### config.mk
export PLATFORM = sky130hd
export DESIGN_NAME = pet_fsm_param
export DESIGN_NICKNAME = d
export VERILOG_FILES = /design/src/rtl/pet_pkg.sv /design/src/rtl/pet_tick_gen.sv /design/src/rtl/pet_fsm_param.sv
export SDC_FILE = /design/constraint.sdc
export NUM_CORES = 1
export LEC_CHECK = 0
export CAP_MARGIN = 20
export CELL_PAD_IN_SITES_DETAIL_PLACEMENT = 0
export CELL_PAD_IN_SITES_GLOBAL_PLACEMENT = 1
export CORE_ASPECT_RATIO = 1.75
export CORE_UTILIZATION = 44
export CTS_CLUSTER_DIAMETER = 120
export DETAILED_ROUTE_END_ITERATION = 10
export GPL_ROUTABILITY_DRIVEN = 0
export PLACE_DENSITY = 0.83
export SYNTH_ARGS = -nofsm -noshare
export SYNTH_HDL_FRONTEND = slang
export SYNTH_HIERARCHICAL = 1
export SYNTH_SLANG_ARGS = --single-unit
export TNS_END_PERCENT = 10
### constraint.sdc
create_clock -name clk -period 4.1 [get_ports clk]
set_input_delay 0.82 -clock clk [delete_from_list [all_inputs] [get_ports clk]]
set_output_delay 0.82 -clock clk [all_outputs]
set_load 0.05 [all_outputs]
### src/rtl/pet_pkg.sv
// Shared encodings for the virtual-pet controller: state codes and field widths.
`timescale 1ns/1ps
package pet_pkg;
  localparam int STATE_W  = 4;
  localparam int HEALTH_W = 3;

  typedef enum logic [STATE_W-1:0] {
    ST_IDLE      = 4'd0,
    ST_HUNGRY    = 4'd1,
    ST_TIRED     = 4'd2,
    ST_ATTENTION = 4'd3,
    ST_FEEDING   = 4'd4,
    ST_SLEEPING  = 4'd5,
    ST_DEAD      = 4'd6
  } pet_state_e;
endpackage

### src/rtl/pet_tick_gen.sv
// One-second tick prescaler; tick is high during the last count of each CLK_HZ period.
`timescale 1ns/1ps
module pet_tick_gen #(
  parameter int CLK_HZ = 50000000
) (
  input  logic clk,
  input  logic reset,
  output logic tick
);
  localparam int CNT_W = (CLK_HZ > 1) ? $clog2(CLK_HZ) : 1;
  localparam logic [CNT_W-1:0] LAST = CNT_W'(CLK_HZ - 1);

  logic [CNT_W-1:0] cnt_q, cnt_d;

  assign tick  = (cnt_q == LAST);
  assign cnt_d = tick ? '0 : cnt_q + 1'b1;

  always_ff @(posedge clk) begin
    if (reset) cnt_q <= '0;
    else       cnt_q <= cnt_d;
  end
endmodule

### src/rtl/pet_fsm_param.sv
// Virtual-pet behaviour controller: hunger/energy needs, health, activities and death.
`timescale 1ns/1ps
module pet_fsm_param
  import pet_pkg::*;
#(
  parameter int CLK_HZ     = 50000000,
  parameter int TIME_W     = 12,
  parameter int DIST_W     = 16,
  parameter int NEAR_CM    = 5,
  parameter int HUNGER_S   = 60,
  parameter int TIRED_S    = 120,
  parameter int ATTN_S     = 10,
  parameter int FEED_S     = 3,
  parameter int SLEEP_S    = 20,
  parameter int NEGLECT_S  = 30,
  parameter int HEALTH_MAX = 7
) (
  input  logic                clk,
  input  logic                reset,
  input  logic                enable,
  input  logic [DIST_W-1:0]   dist_cm,
  input  logic                dist_valid,
  input  logic [1:0]          act,
  output logic [STATE_W-1:0]  state,
  output logic [HEALTH_W-1:0] health,
  output logic [TIME_W-1:0]   seconds,
  output logic                tick_1hz,
  output logic                state_chg
);
  localparam logic [HEALTH_W-1:0] HMAX = HEALTH_W'(HEALTH_MAX);

  pet_state_e          state_q, state_d;
  logic [HEALTH_W-1:0] health_q, health_d;
  logic [TIME_W-1:0]   seconds_q, hunger_q, hunger_d, energy_q, energy_d;
  logic [TIME_W-1:0]   phase_q, phase_d, neglect_q, neglect_d;
  logic [1:0]          act_q, press_q;
  logic                state_chg_q;
  logic                tick, near, hungry, tired;

  function automatic logic [TIME_W-1:0] sat_inc(input logic [TIME_W-1:0] v);
    return (&v) ? v : v + 1'b1;
  endfunction

  function automatic pet_state_e need_state(input logic is_hungry, input logic is_tired);
    if (is_hungry)     return ST_HUNGRY;
    else if (is_tired) return ST_TIRED;
    else               return ST_IDLE;
  endfunction

  pet_tick_gen #(.CLK_HZ(CLK_HZ)) u_tick (
    .clk   (clk),
    .reset (reset),
    .tick  (tick)
  );

  assign near   = enable & dist_valid & (dist_cm <= DIST_W'(NEAR_CM));
  assign hungry = (hunger_q >= TIME_W'(HUNGER_S));
  assign tired  = (energy_q >= TIME_W'(TIRED_S));

  // Transitions and counters all look at pre-tick register values.
  always_comb begin
    state_d   = state_q;
    health_d  = health_q;
    neglect_d = '0;
    if (state_q != ST_DEAD) begin
      if (health_q == '0 && state_q != ST_FEEDING && state_q != ST_SLEEPING) begin
        state_d = ST_DEAD;
      end else begin
        case (state_q)
          ST_IDLE, ST_HUNGRY, ST_TIRED: begin
            if (near)                  state_d = ST_ATTENTION;
            else if (state_q == ST_IDLE) state_d = need_state(hungry, tired);
          end
          ST_ATTENTION: begin
            if (press_q[0])                          state_d = ST_FEEDING;
            else if (press_q[1])                     state_d = ST_SLEEPING;
            else if (phase_q >= TIME_W'(ATTN_S))     state_d = need_state(hungry, tired);
          end
          ST_FEEDING: begin
            if (phase_q >= TIME_W'(FEED_S)) begin
              state_d  = ST_IDLE;
              health_d = (health_q >= HMAX) ? HMAX : health_q + 1'b1;
            end
          end
          ST_SLEEPING: begin
            if (phase_q >= TIME_W'(SLEEP_S) || press_q[1]) state_d = ST_IDLE;
          end
          default: state_d = ST_IDLE;
        endcase
      end
    end

    // Neglect only accumulates while the pet stays in an unmet-need state.
    if ((state_q == ST_HUNGRY || state_q == ST_TIRED) && state_d == state_q) begin
      neglect_d = neglect_q;
      if (tick) begin
        if (sat_inc(neglect_q) >= TIME_W'(NEGLECT_S)) begin
          neglect_d = '0;
          health_d  = (health_q == '0) ? '0 : health_q - 1'b1;
        end else begin
          neglect_d = sat_inc(neglect_q);
        end
      end
    end

    if (state_q == ST_FEEDING || state_d == ST_FEEDING) hunger_d = '0;
    else if (tick)                                       hunger_d = sat_inc(hunger_q);
    else                                                 hunger_d = hunger_q;

    if (state_q == ST_SLEEPING || state_d == ST_SLEEPING) energy_d = '0;
    else if (tick)                                         energy_d = sat_inc(energy_q);
    else                                                   energy_d = energy_q;

    if (state_d != state_q) phase_d = '0;
    else if (tick)          phase_d = sat_inc(phase_q);
    else                    phase_d = phase_q;
  end

  always_ff @(posedge clk) begin
    if (reset) begin
      state_q     <= ST_IDLE;
      health_q    <= HMAX;
      seconds_q   <= '0;
      hunger_q    <= '0;
      energy_q    <= '0;
      phase_q     <= '0;
      neglect_q   <= '0;
      act_q       <= act;
      press_q     <= '0;
      state_chg_q <= 1'b0;
    end else begin
      state_q     <= state_d;
      health_q    <= health_d;
      seconds_q   <= tick ? seconds_q + 1'b1 : seconds_q;
      hunger_q    <= hunger_d;
      energy_q    <= energy_d;
      phase_q     <= phase_d;
      neglect_q   <= neglect_d;
      act_q       <= act;
      press_q     <= act & ~act_q;
      state_chg_q <= (state_d != state_q);
    end
  end

  assign state     = state_q;
  assign health    = health_q;
  assign seconds   = seconds_q;
  assign tick_1hz  = tick;
  assign state_chg = state_chg_q;
endmodule

==> impl_metrics.csv, run 1 <==
group,metric,value,unit
global_routing,grt_antenna_before_repair,0,
sta,achievable-frequency,307.6,MHz
sta,max_slew.worst_pin.slew,0.6642,ns
sta,slew_headroom,55.32,%
clocking,clock-root-buffer,"sky130_fd_sc_hd__clkbuf_16",
worst_setup_path,path_cells,"ha_1 > and3_1 > nand4_2 > nor4_4 > buf_4 > buf_4",
synth,syn-cell-area,5112,sq um
worst_setup_path,critical-path-slowest-cell,"sky130_fd_sc_hd__dfxtp_1",
worst_setup_path,worst_r2r_endpoint,"hunger_q[11]",
layout,layout.cells.most_common_list,"98 x sky130_fd_sc_hd__dfxtp_1, 81 x sky130_fd_sc_hd__nor2_1, 40 x sky130_fd_sc_hd__clkdlybuf4s50_1",
synth,synth_nets,634,
clocking,post_cts_resized,0,
pwr,power-per-cell-area,320.1,nW/um^2
clocking,cts_buffer_depth,2,
layout,area_growth,15.35,%
worst_setup_path,worst_setup_path_startpoint,"u_tick/cnt_q[0]",
floorplanning,std_cell_rows,51,
synth,async_reset_ff_share,0,%
worst_setup_path,required_time_of_the_critical_path,3.28,ns
synth,dominant_combinational_cell_family_by_area_after_synthesis,"simple AND/OR/NAND/NOR gates",
routing,drt_first_pass_iters,4,
sta,unrepaired_setup_endpoints_after_global_routing,"no",
pwr,leakage_power_total,2.120,nW
sta,fin_tns_setup,0,ns
sta,final-setup-viol-count,0,
clocking,cts_post_setup_buffers_inserted,0,
synth,synthMuxAreaShare,0.5874,%
layout,antennaDiodeCount,0,
clocking,tritoncts,"built",
worst_setup_path,largest_stage_delay_on_the_critical_path,0.39,ns
flow_run,max-cap-violations,0,
global_routing,largest_net_degree_at_the_start_of_global_routing,25,
synth,adder_and_majority_cell_fraction_of_the_synthesized_area,3.426,%
synth,postSynth.topFlopCell,"sky130_fd_sc_hd__dfxtp_1",
floorplanning,fp.dieH,144.6,um
clocking,cts_made_buffers,9,
layout,layout-drive-gt1-share,6.793,%
clocking,clk_pin_slew,0.07,ns
worst_setup_path,worst_ep_arrival_time,2.43,ns
layout,nets,664,
worst_setup_path,reg2reg_depth,12,
sta,final-max-slew-violation-count,0,
pwr,vdd.ir_drop.worst,369.7,uV
synth,synth_compound_gate_area_share,11.99,%
floorplanning,initial_core_util,45.52,%
clocking,count_of_clock_tree_sinks,98,
worst_setup_path,r2r_start,"u_tick/cnt_q[0]",
pwr,total_power,0.001888,W
synth,synthesis.instances,598,
floorplanning,boundaryPins,43,
synth,synth.lib_cells_used.distinct,74,
sta,worst_clock_skew,0.009462,ns
worst_setup_path,timing.critical_path.from_type,"flip-flop",
global_routing,number_of_global_route_vias_before_repair,4290,
routing,remaining_drc_errors,0,
clocking,worst_skew_pair.late_latency,0.35,ns
sta,final.min_clock_period,3.251,ns
synth,synth_edf_count,0,
routing,drt_wl_total,11.24,mm
worst_setup_path,worst_setup_path_endpoint,"tick_1hz",
routing,antenna_violating_nets_post_route,0,
synth,synth.ff_latch_count,98,
synth,post_synth.cell_area_avg,8.549,sq um
synth,synth_xor_area_share,9.594,%
worst_setup_path,criticalPathCategory,"flip-flop to primary output",
routing,post_drt_wl_per_cell,14.69,um
worst_setup_path,reg2reg_setup_slack,0.93,ns
place,place.detailed.hpwl,8.306,mm
routing,vias,4357,
floorplanning,floorplan.die_area,12070,sq um
sta,layout_worst_path_cycle_share,79.28,%
worst_hold_path,min-delay-path-class,"flip-flop to flip-flop",
sta,timing.final.hold_violations,0,
global_routing,gr-usage-all-layers,19.34,%
floorplanning,floorplan.die.width,83.49,um
place,count_of_input_and_output_buffers,41,
synth,post-synth-top-area-cell,"sky130_fd_sc_hd__dfxtp_1",
synth,post_synth_main_area_contributors,"sky130_fd_sc_hd__dfxtp_1 38%, sky130_fd_sc_hd__nor2_1 5.9%, sky130_fd_sc_hd__xnor2_1 4.8%, sky130_fd_sc_hd__xor2_1 4.8%, sky130_fd_sc_hd__ha_1 3.4%",
worst_setup_path,worst_setup_path_end_kind,"primary output",
floorplanning,floorplan.core_area,11230,sq um
synth,synth_simple_gate_area_share,31.52,%
global_routing,globalRoute.totalOverflow,0,
global_routing,grt_first_pass_wirelength,19.09,mm
worst_setup_path,largest_driver_fanout_on_the_critical_path,16,
routing,detail_route.iter0.violations,149,
synth,yosysSeqAreaShare,38.37,%
worst_setup_path,timing.critical_path.mode_cell,"sky130_fd_sc_hd__buf_4",
routing,via_per_inst,5.695,
synth,synth.yosys.warnings,6,
synth,post-synth-top-area-fraction,38.37,%
run_status,status,"finished, final reports clean",
layout,final_common_cell,"sky130_fd_sc_hd__dfxtp_1",
clocking,cts-htree-levels,3,
clocking,hold_buffers,0,
[stage by stage]
step | hold slack (ns) | std cells | utilization (%) | setup slack [ns] | cell area [sq um]
after detailed placement | 0.3922 | 749 | 49.78 | 0.9136 | 5590
final | 0.3983 | 765 | 52.51 | 0.8494 | 5897
after global placement | 0.3785 | 749 | 49.78 | 0.9747 | 5590
after global routing | 0.4153 | 765 | 52.51 | 0.6393 | 5897
after floorplan | 0.3729 | 598 | - | 0.3341 | 5119
after CTS | 0.4015 | 765 | 52.51 | 0.8154 | 5897
[final cells by class]
| class | instances | area, sq um |
|---|---|---|
| clock buffers | 9 | 225.2 |
| clock inverters | 7 | 81.33 |
| fillers | 1066 | 5334 |
| inverters | 21 | 78.83 |
| multi-input cells | 452 | 2939 |
| flip-flops and latches | 98 | 1962 |
| well taps | 132 | 165.2 |
| repair buffers | 46 | 445.4 |
[synthesized netlist by cell type, types with 15 or more instances]
master / number
sky130_fd_sc_hd__a21oi_1: 23
sky130_fd_sc_hd__and3_1: 15
sky130_fd_sc_hd__clkbuf_1: 15
sky130_fd_sc_hd__dfxtp_1: 98
sky130_fd_sc_hd__inv_1: 21
sky130_fd_sc_hd__nand2_1: 38
sky130_fd_sc_hd__nand3_1: 28
sky130_fd_sc_hd__nand4_1: 27
sky130_fd_sc_hd__nor2_1: 81
sky130_fd_sc_hd__nor3_1: 25
sky130_fd_sc_hd__xnor2_1: 28
sky130_fd_sc_hd__xor2_1: 28
[sequential cells by signal, summed over array words and instances (netlist names)]
signal,cells
neglect_q,12
act_q,2
state_chg,1
u_tick/cnt_q,26
phase_q,12
press_q,2
energy_q,12
hunger_q,12
seconds,12
state,4
health,3
[critical path: cells and delay by family (launching register included)]
| family | cells | cell delay (ns) |
|---|---|---|
| AND/OR/NAND/NOR | 3 | 0.95 |
| buffers and inverters | 2 | 0.54 |
| flip-flops | 1 | 0.39 |
| adder cells (fa/ha/maj) | 1 | 0.20 |
[cells by family (layout without fill, tap and decap cells)]
logic type,Yosys count,after routing
AOI/OAI and AO/OA,86,86
xor gates and xnor gates,56,56
adders and majority gates,14,14
buffers and inverters,48,83
DFF,98,98
muxes,3,3
other,1,1
and+or+nand+nor,292,292
[worst min path at each step]
stage | startpoint | end | slack [ns] | cells after the start
2_1_floorplan | act_q[0] | press_q[0] | 0.37 | 1
3_3_place_gp | act_q[1] | press_q[1] | 0.38 | 1
3_5_place_dp | act_q[0] | press_q[0] | 0.39 | 1
4_1_cts | act_q[0] | press_q[0] | 0.40 | 1
5_1_grt | act_q[0] | press_q[0] | 0.42 | 1
6_report | act_q[0] | press_q[0] | 0.40 | 1
[per-layer routing]
| layer | part of all wire (%) | global-route usage, % |
|---|---|---|
| met1 | 41 | 19.57 |
| met2 | 53 | 37.45 |
| met3 | 3.6 | 3.767 |
| met4 | 2.6 | 9.634 |
| met5 | 0 | 0 |
[power by group]
group          switching [W]  total [W]  internal, W
Sequential        0.00000534   0.000962     0.000957
Clock               0.000383   0.000867     0.000484
Combinational      0.0000291  0.0000585    0.0000294
(Power assumes the default switching activity.)
==> run 2, diff against run 1 <==
Settings changed: CORE_UTILIZATION 44 to 40, PLACE_DENSITY 0.83 to 0.79.
Clock period 4.1 ns to 2.75 ns, I/O delays scaled along.
==> impl_metrics.csv, run 2 (same netlist as run 1, synthesis figures left out) <==
group,metric,value,unit
run_status,status,"finished, final reports clean",
global_routing,grt_antenna_before_repair,0,
pwr,internal_power,0.002194,W
routing,antenna_violating_nets_post_route,0,
sta,final-setup-viol-count,0,
place,post_dp_cell_area,5847,sq um
routing,vias,4466,
worst_setup_path,path_cells,"inv_1 > ha_1 > ha_1 > nand2b_1 > o21ai_0 > a21o_1 > a211oi_2 > o21ai_2 > or3_4 > buf_12 > nor4_1",
pwr,total_power,0.002796,W
place,post-place-cells,801,
worst_setup_path,reg2reg_depth,11,
clocking,tritoncts,"built",
pwr,vdd.ir_drop.worst,307.4,uV
routing,remaining_drc_errors,0,
sta,max_slew.worst_pin.slew,0.6526,ns
worst_hold_path,min-delay-path-class,"flip-flop to flip-flop",
flow_run,max-cap-violations,0,
pwr,switching_share,21.54,%
place,place.detailed.hpwl,8.739,mm
worst_setup_path,reg2reg_setup_slack,0.13,ns
layout,antennaDiodeCount,0,
floorplanning,fp.dieH,151.6,um
global_routing,number_of_global_route_vias_before_repair,4309,
floorplanning,initial_core_util,41.12,%
worst_setup_path,timing.critical_path.mode_cell,"sky130_fd_sc_hd__ha_1",
layout,layout-drive-gt1-share,11.09,%
sta,timing.final.hold_violations,0,
sta,final.min_clock_period,2.618,ns
clocking,clock-root-buffer,"sky130_fd_sc_hd__clkbuf_16",
layout,largest_reg_flops,26,
clocking,hold_buffers,0,
global_routing,grt_first_pass_wirelength,19.17,mm
clocking,cts_made_buffers,9,
floorplanning,boundaryPins,43,
place,count_of_input_and_output_buffers,41,
clocking,count_of_clock_tree_sinks,98,
sta,unrepaired_setup_endpoints_after_global_routing,"yes",
worst_setup_path,required_time_of_the_critical_path,3.00,ns
sta,final-max-slew-violation-count,0,
routing,drt_first_pass_iters,6,
global_routing,gr-usage-all-layers,18.42,%
worst_hold_path,hold_path_depth,1,
sta,achievable-frequency,382.0,MHz
floorplanning,floorplan.die_area,13260,sq um
worst_setup_path,criticalPathCategory,"flip-flop to flip-flop",
pwr,seq_power_share,51.4,%
pwr,pwr-share-comb,3.4,%
layout,multi_input_combinational_cell_area,3017,sq um
worst_setup_path,largest_driver_fanout_on_the_critical_path,15,
floorplanning,std_cell_rows,54,
clocking,clk_pin_slew,0.07,ns
layout,regArea,1966,sq um
global_routing,largest_net_degree_at_the_start_of_global_routing,19,
layout,final_common_cell,"sky130_fd_sc_hd__dfxtp_1",
floorplanning,floorplan.die.width,87.46,um
layout,largest-register,"u_tick/cnt_q",
worst_setup_path,timing.critical_path.from_type,"flip-flop",
routing,detail_route.iter0.violations,143,
pwr,p_switching,0.0006023,W
layout,layout.cells.most_common_list,"95 x sky130_fd_sc_hd__dfxtp_1, 80 x sky130_fd_sc_hd__nor2_1, 40 x sky130_fd_sc_hd__clkdlybuf4s50_1",
worst_setup_path,worst_setup_path_end_kind,"flip-flop",
worst_hold_path,hold_start,"act_q[0]",
layout,post_layout_nonfiller_instances,817,
worst_setup_path,worst_setup_path_startpoint,"health[1]",
global_routing,globalRoute.totalOverflow,0,
routing,post_drt_wl_per_cell,14.08,um
layout,finish.instance_area,6163,sq um
worst_setup_path,worst_ep_arrival_time,2.87,ns
worst_setup_path,largest_stage_delay_on_the_critical_path,0.45,ns
clocking,cts_buffer_depth,2,
layout,area_growth,20.56,%
sta,slew_headroom,56.11,%
sta,layout_worst_path_cycle_share,95.19,%
pwr,power-per-cell-area,453.7,nW/um^2
worst_setup_path,critical-path-slowest-cell,"sky130_fd_sc_hd__or3_4",
worst_setup_path,worst_r2r_endpoint,"neglect_q[0]",
clocking,cts-htree-levels,3,
floorplanning,floorplan.core_area,12430,sq um
worst_hold_path,hold_path_end,"press_q[0]",
pwr,leakage_power_total,2.175,nW
routing,drt_wl_total,11.50,mm
layout,nets,680,
routing,via_per_inst,5.466,
layout,fillers,1243,
sta,worst_clock_skew,0.01007,ns
sta,final_critical_path_setup_slack,0.1322,ns
worst_setup_path,r2r_start,"health[1]",
clocking,worst_skew_pair.late_latency,0.35,ns
place,pre_cts_ws,-0.02530,ns
pwr,clock_power_share,45.3,%
run 2: layout make-up:
cell class,count,share of cell area (%)
tap,168,3.410
clock inverter,6,1.177
clock buffer,10,3.715
timing repair buffer,62,9.582
inverter,21,1.279
sequential,98,31.89
multi-input combinational,452,48.94
run 2: routing by layer:
metal	share of wire [%]	routed length [um]	track usage, %	vias to the layer above
li1	-	-	-	2251
met1	40	4615	19.26	2116
met2	54	6242	34.92	77
met3	3.1	356	2.871	22
met4	2.5	289	8.934	0
met5	0	0	0	-
run 2: worst max path at each step:
stage | depth (start not counted) | endpoint | slack [ns]
3_3_place_gp | 9 | health[0] | 0.04
3_5_place_dp | 8 | health[2] | -0.03
2_1_floorplan | 13 | hunger_q[11] | -0.21
5_1_grt | 10 | neglect_q[4] | -0.01
6_report | 11 | neglect_q[0] | 0.13
4_1_cts | 11 | neglect_q[0] | 0.06
run 2: metrics by stage:
step / utilization, % / setup TNS, ns / hold WS [ns]
5_1_grt: 49.58 / -0.03225 / 0.4138
2_1_floorplan: - / -0.5067 / 0.3729
3_5_place_dp: 47.03 / -0.04445 / 0.3825
4_1_cts: 49.46 / 0 / 0.3915
6_report: 49.58 / 0 / 0.3928
3_3_place_gp: 47.03 / 0 / 0.3784
run 2: critical path, delay by kind of cell (launching register included):
family	cells	cell delay, ns
AOI/OAI and AO/OA	4	0.63
adders and majority gates	2	0.48
and+or+nand+nor	3	0.81
DFF	1	0.37
buffers and inverters	2	0.23
run 2: what timing repair did:
item	4_1_cts	5_1_grt
setup buffers	0	0
resized for setup	0	4
setup endpoints to repair	0	6
run 2: power groups by stage:
stage	Sequential [W]	Clock (W)	Combinational, W
2_1_floorplan	0.00147	0	0.0000433
3_3_place_gp	0.00147	0	0.0000920
3_5_place_dp	0.00147	0	0.0000947
4_1_cts	0.00144	0.00131	0.0000951
5_1_grt	0.00144	0.00137	0.000103
6_report	0.00144	0.00127	0.0000939
==> run 3, diff against run 2 <==
Settings changed: CAP_MARGIN 20 to 30, PLACE_DENSITY 0.79 to 0.83.
==> impl_metrics.csv, run 3 (same netlist as run 1, synthesis figures left out) <==
group,metric,value,unit
routing,vias,4523,
worst_setup_path,criticalPathCategory,"flip-flop to flip-flop",
worst_setup_path,worst_ep_arrival_time,2.85,ns
layout,final_common_cell,"sky130_fd_sc_hd__dfxtp_1",
routing,antenna_violating_nets_post_route,0,
layout,finish.instance_area,6162,sq um
global_routing,largest_net_degree_at_the_start_of_global_routing,19,
pwr,switching_share,22.06,%
worst_setup_path,worst_setup_path_end_kind,"flip-flop",
worst_setup_path,critical-path-slowest-cell,"sky130_fd_sc_hd__nor4bb_1",
run_status,status,"finished, final reports clean",
clocking,cts-htree-levels,3,
sta,layout_worst_path_cycle_share,94.26,%
layout,layout.cells.most_common_list,"95 x sky130_fd_sc_hd__dfxtp_1, 81 x sky130_fd_sc_hd__nor2_1, 40 x sky130_fd_sc_hd__clkdlybuf4s50_1",
floorplanning,initial_core_util,41.12,%
layout,post_layout_nonfiller_instances,814,
sta,unrepaired_setup_endpoints_after_global_routing,"yes",
flow_run,max-cap-violations,0,
layout,nets,677,
floorplanning,floorplan.die_area,13260,sq um
routing,drt_wl_total,11.92,mm
sta,slew_headroom,54.56,%
place,count_of_input_and_output_buffers,41,
floorplanning,fp.dieH,151.6,um
place,place.detailed.hpwl,8.871,mm
global_routing,globalRoute.totalOverflow,0,
routing,detail_route.iter0.violations,184,
worst_setup_path,largest_driver_fanout_on_the_critical_path,13,
clocking,clock-root-buffer,"sky130_fd_sc_hd__clkbuf_16",
clocking,cts_post_setup_buffers_inserted,0,
clocking,tritoncts,"built",
place,post-place-cells,798,
floorplanning,floorplan.core_area,12430,sq um
place,pre_cts_ws,-0.1049,ns
sta,achievable-frequency,385.8,MHz
sta,final-max-slew-violation-count,0,
pwr,leakage_power_total,2.172,nW
sta,fin_tns_setup,0,ns
floorplanning,std_cell_rows,54,
layout,largest_reg_flops,26,
global_routing,gr-usage-all-layers,18.90,%
clocking,worst_skew_pair.late_latency,0.35,ns
worst_setup_path,required_time_of_the_critical_path,3.01,ns
sta,final.min_clock_period,2.592,ns
pwr,pwr-share-comb,3.2,%
routing,drt_first_pass_iters,4,
pwr,vdd.ir_drop.worst,331.1,uV
layout,antennaDiodeCount,0,
pwr,seq_power_share,48.8,%
floorplanning,boundaryPins,43,
layout,largest-register,"u_tick/cnt_q",
global_routing,grt_antenna_before_repair,0,
pwr,p_switching,0.0006486,W
worst_setup_path,timing.critical_path.from_type,"flip-flop",
clocking,count_of_clock_tree_sinks,98,
sta,max_slew.worst_pin.slew,0.6755,ns
sta,worst_clock_skew,0.01143,ns
clocking,cts_buffer_depth,2,
worst_setup_path,largest_stage_delay_on_the_critical_path,0.50,ns
layout,area_growth,20.53,%
layout,layout-drive-gt1-share,10.53,%
global_routing,grt_first_pass_wirelength,19.96,mm
clocking,clk_pin_slew,0.07,ns
sta,worst_hold_margin,0.3908,ns
pwr,clock_power_share,47.9,%
sta,final_critical_path_setup_slack,0.1579,ns
routing,remaining_drc_errors,0,
sta,final-setup-viol-count,0,
worst_hold_path,min-delay-path-class,"flip-flop to flip-flop",
routing,post_drt_wl_per_cell,14.65,um
floorplanning,floorplan.die.width,87.46,um
clocking,cts_made_buffers,9,
global_routing,number_of_global_route_vias_before_repair,4482,
pwr,power-per-cell-area,477.2,nW/um^2
routing,via_per_inst,5.557,
place,post_dp_cell_area,5824,sq um
worst_setup_path,path_cells,"nor4bb_1 > nand4_1 > a21boi_1 > a21oi_4 > o21ai_2 > or3_4 > buf_12 > a211oi_1",
pwr,internal_power,0.002292,W
sta,timing.final.hold_violations,0,
-- run 3: final timing paths --
| kind | end | slack (ns) | cells past startpoint | startpoint |
|---|---|---|---|---|
| worst max-delay path | phase_q[1] | 0.16 | 8 | state[2] |
| worst min-delay path | press_q[0] | 0.39 | 1 | act_q[0] |
| worst max register to register | phase_q[1] | 0.16 | 8 | state[2] |
| worst min register to register | press_q[0] | 0.39 | 1 | act_q[0] |
-- run 3: critical path: cells and delay by family, from the launching register on --
kind | cells | cell delay, ns
AO/OA/AOI/OAI | 4 | 0.67
buffers and inverters | 1 | 0.18
flip-flops | 1 | 0.47
AND/OR/NAND/NOR | 3 | 1.17
-- run 3: per-layer routing --
metal  track usage (%)  wire, um
met3             3.900       363
met4             7.377       246
met2             35.82      6459
met5                 0         0
met1             19.91      4853
-- run 3: layout make-up --
cell class,instances,area (sq um)
Fill cell,1239,6270
Multi-Input combinational cell,452,3004
Sequential cell,98,1966
Timing Repair Buffer,59,571.8
Clock buffer,9,225.2
Tap cell,168,210.2
Clock inverter,7,106.4
Inverter,21,78.83
-- run 3: power groups by stage --
stage               sequential, W  combinational (W)  clock [W]
finish                    0.00144          0.0000953    0.00141
CTS                       0.00144          0.0000963    0.00143
global placement          0.00147          0.0000944          0
detailed placement        0.00147          0.0000961          0
global route              0.00144           0.000103    0.00149
floorplan                 0.00147          0.0000433          0
-- run 3: metrics by stage --
step	util (%)	power, W
2_1_floorplan	-	0.001516
3_3_place_gp	46.85	0.001563
3_5_place_dp	46.85	0.001565
4_1_cts	49.52	0.002962
5_1_grt	49.57	0.003028
6_report	49.57	0.002941
-- run 3: what timing repair did --
item	4_1_cts	5_1_grt
resized for setup	0	3
setup endpoints to repair	0	16
hold buffers	0	0
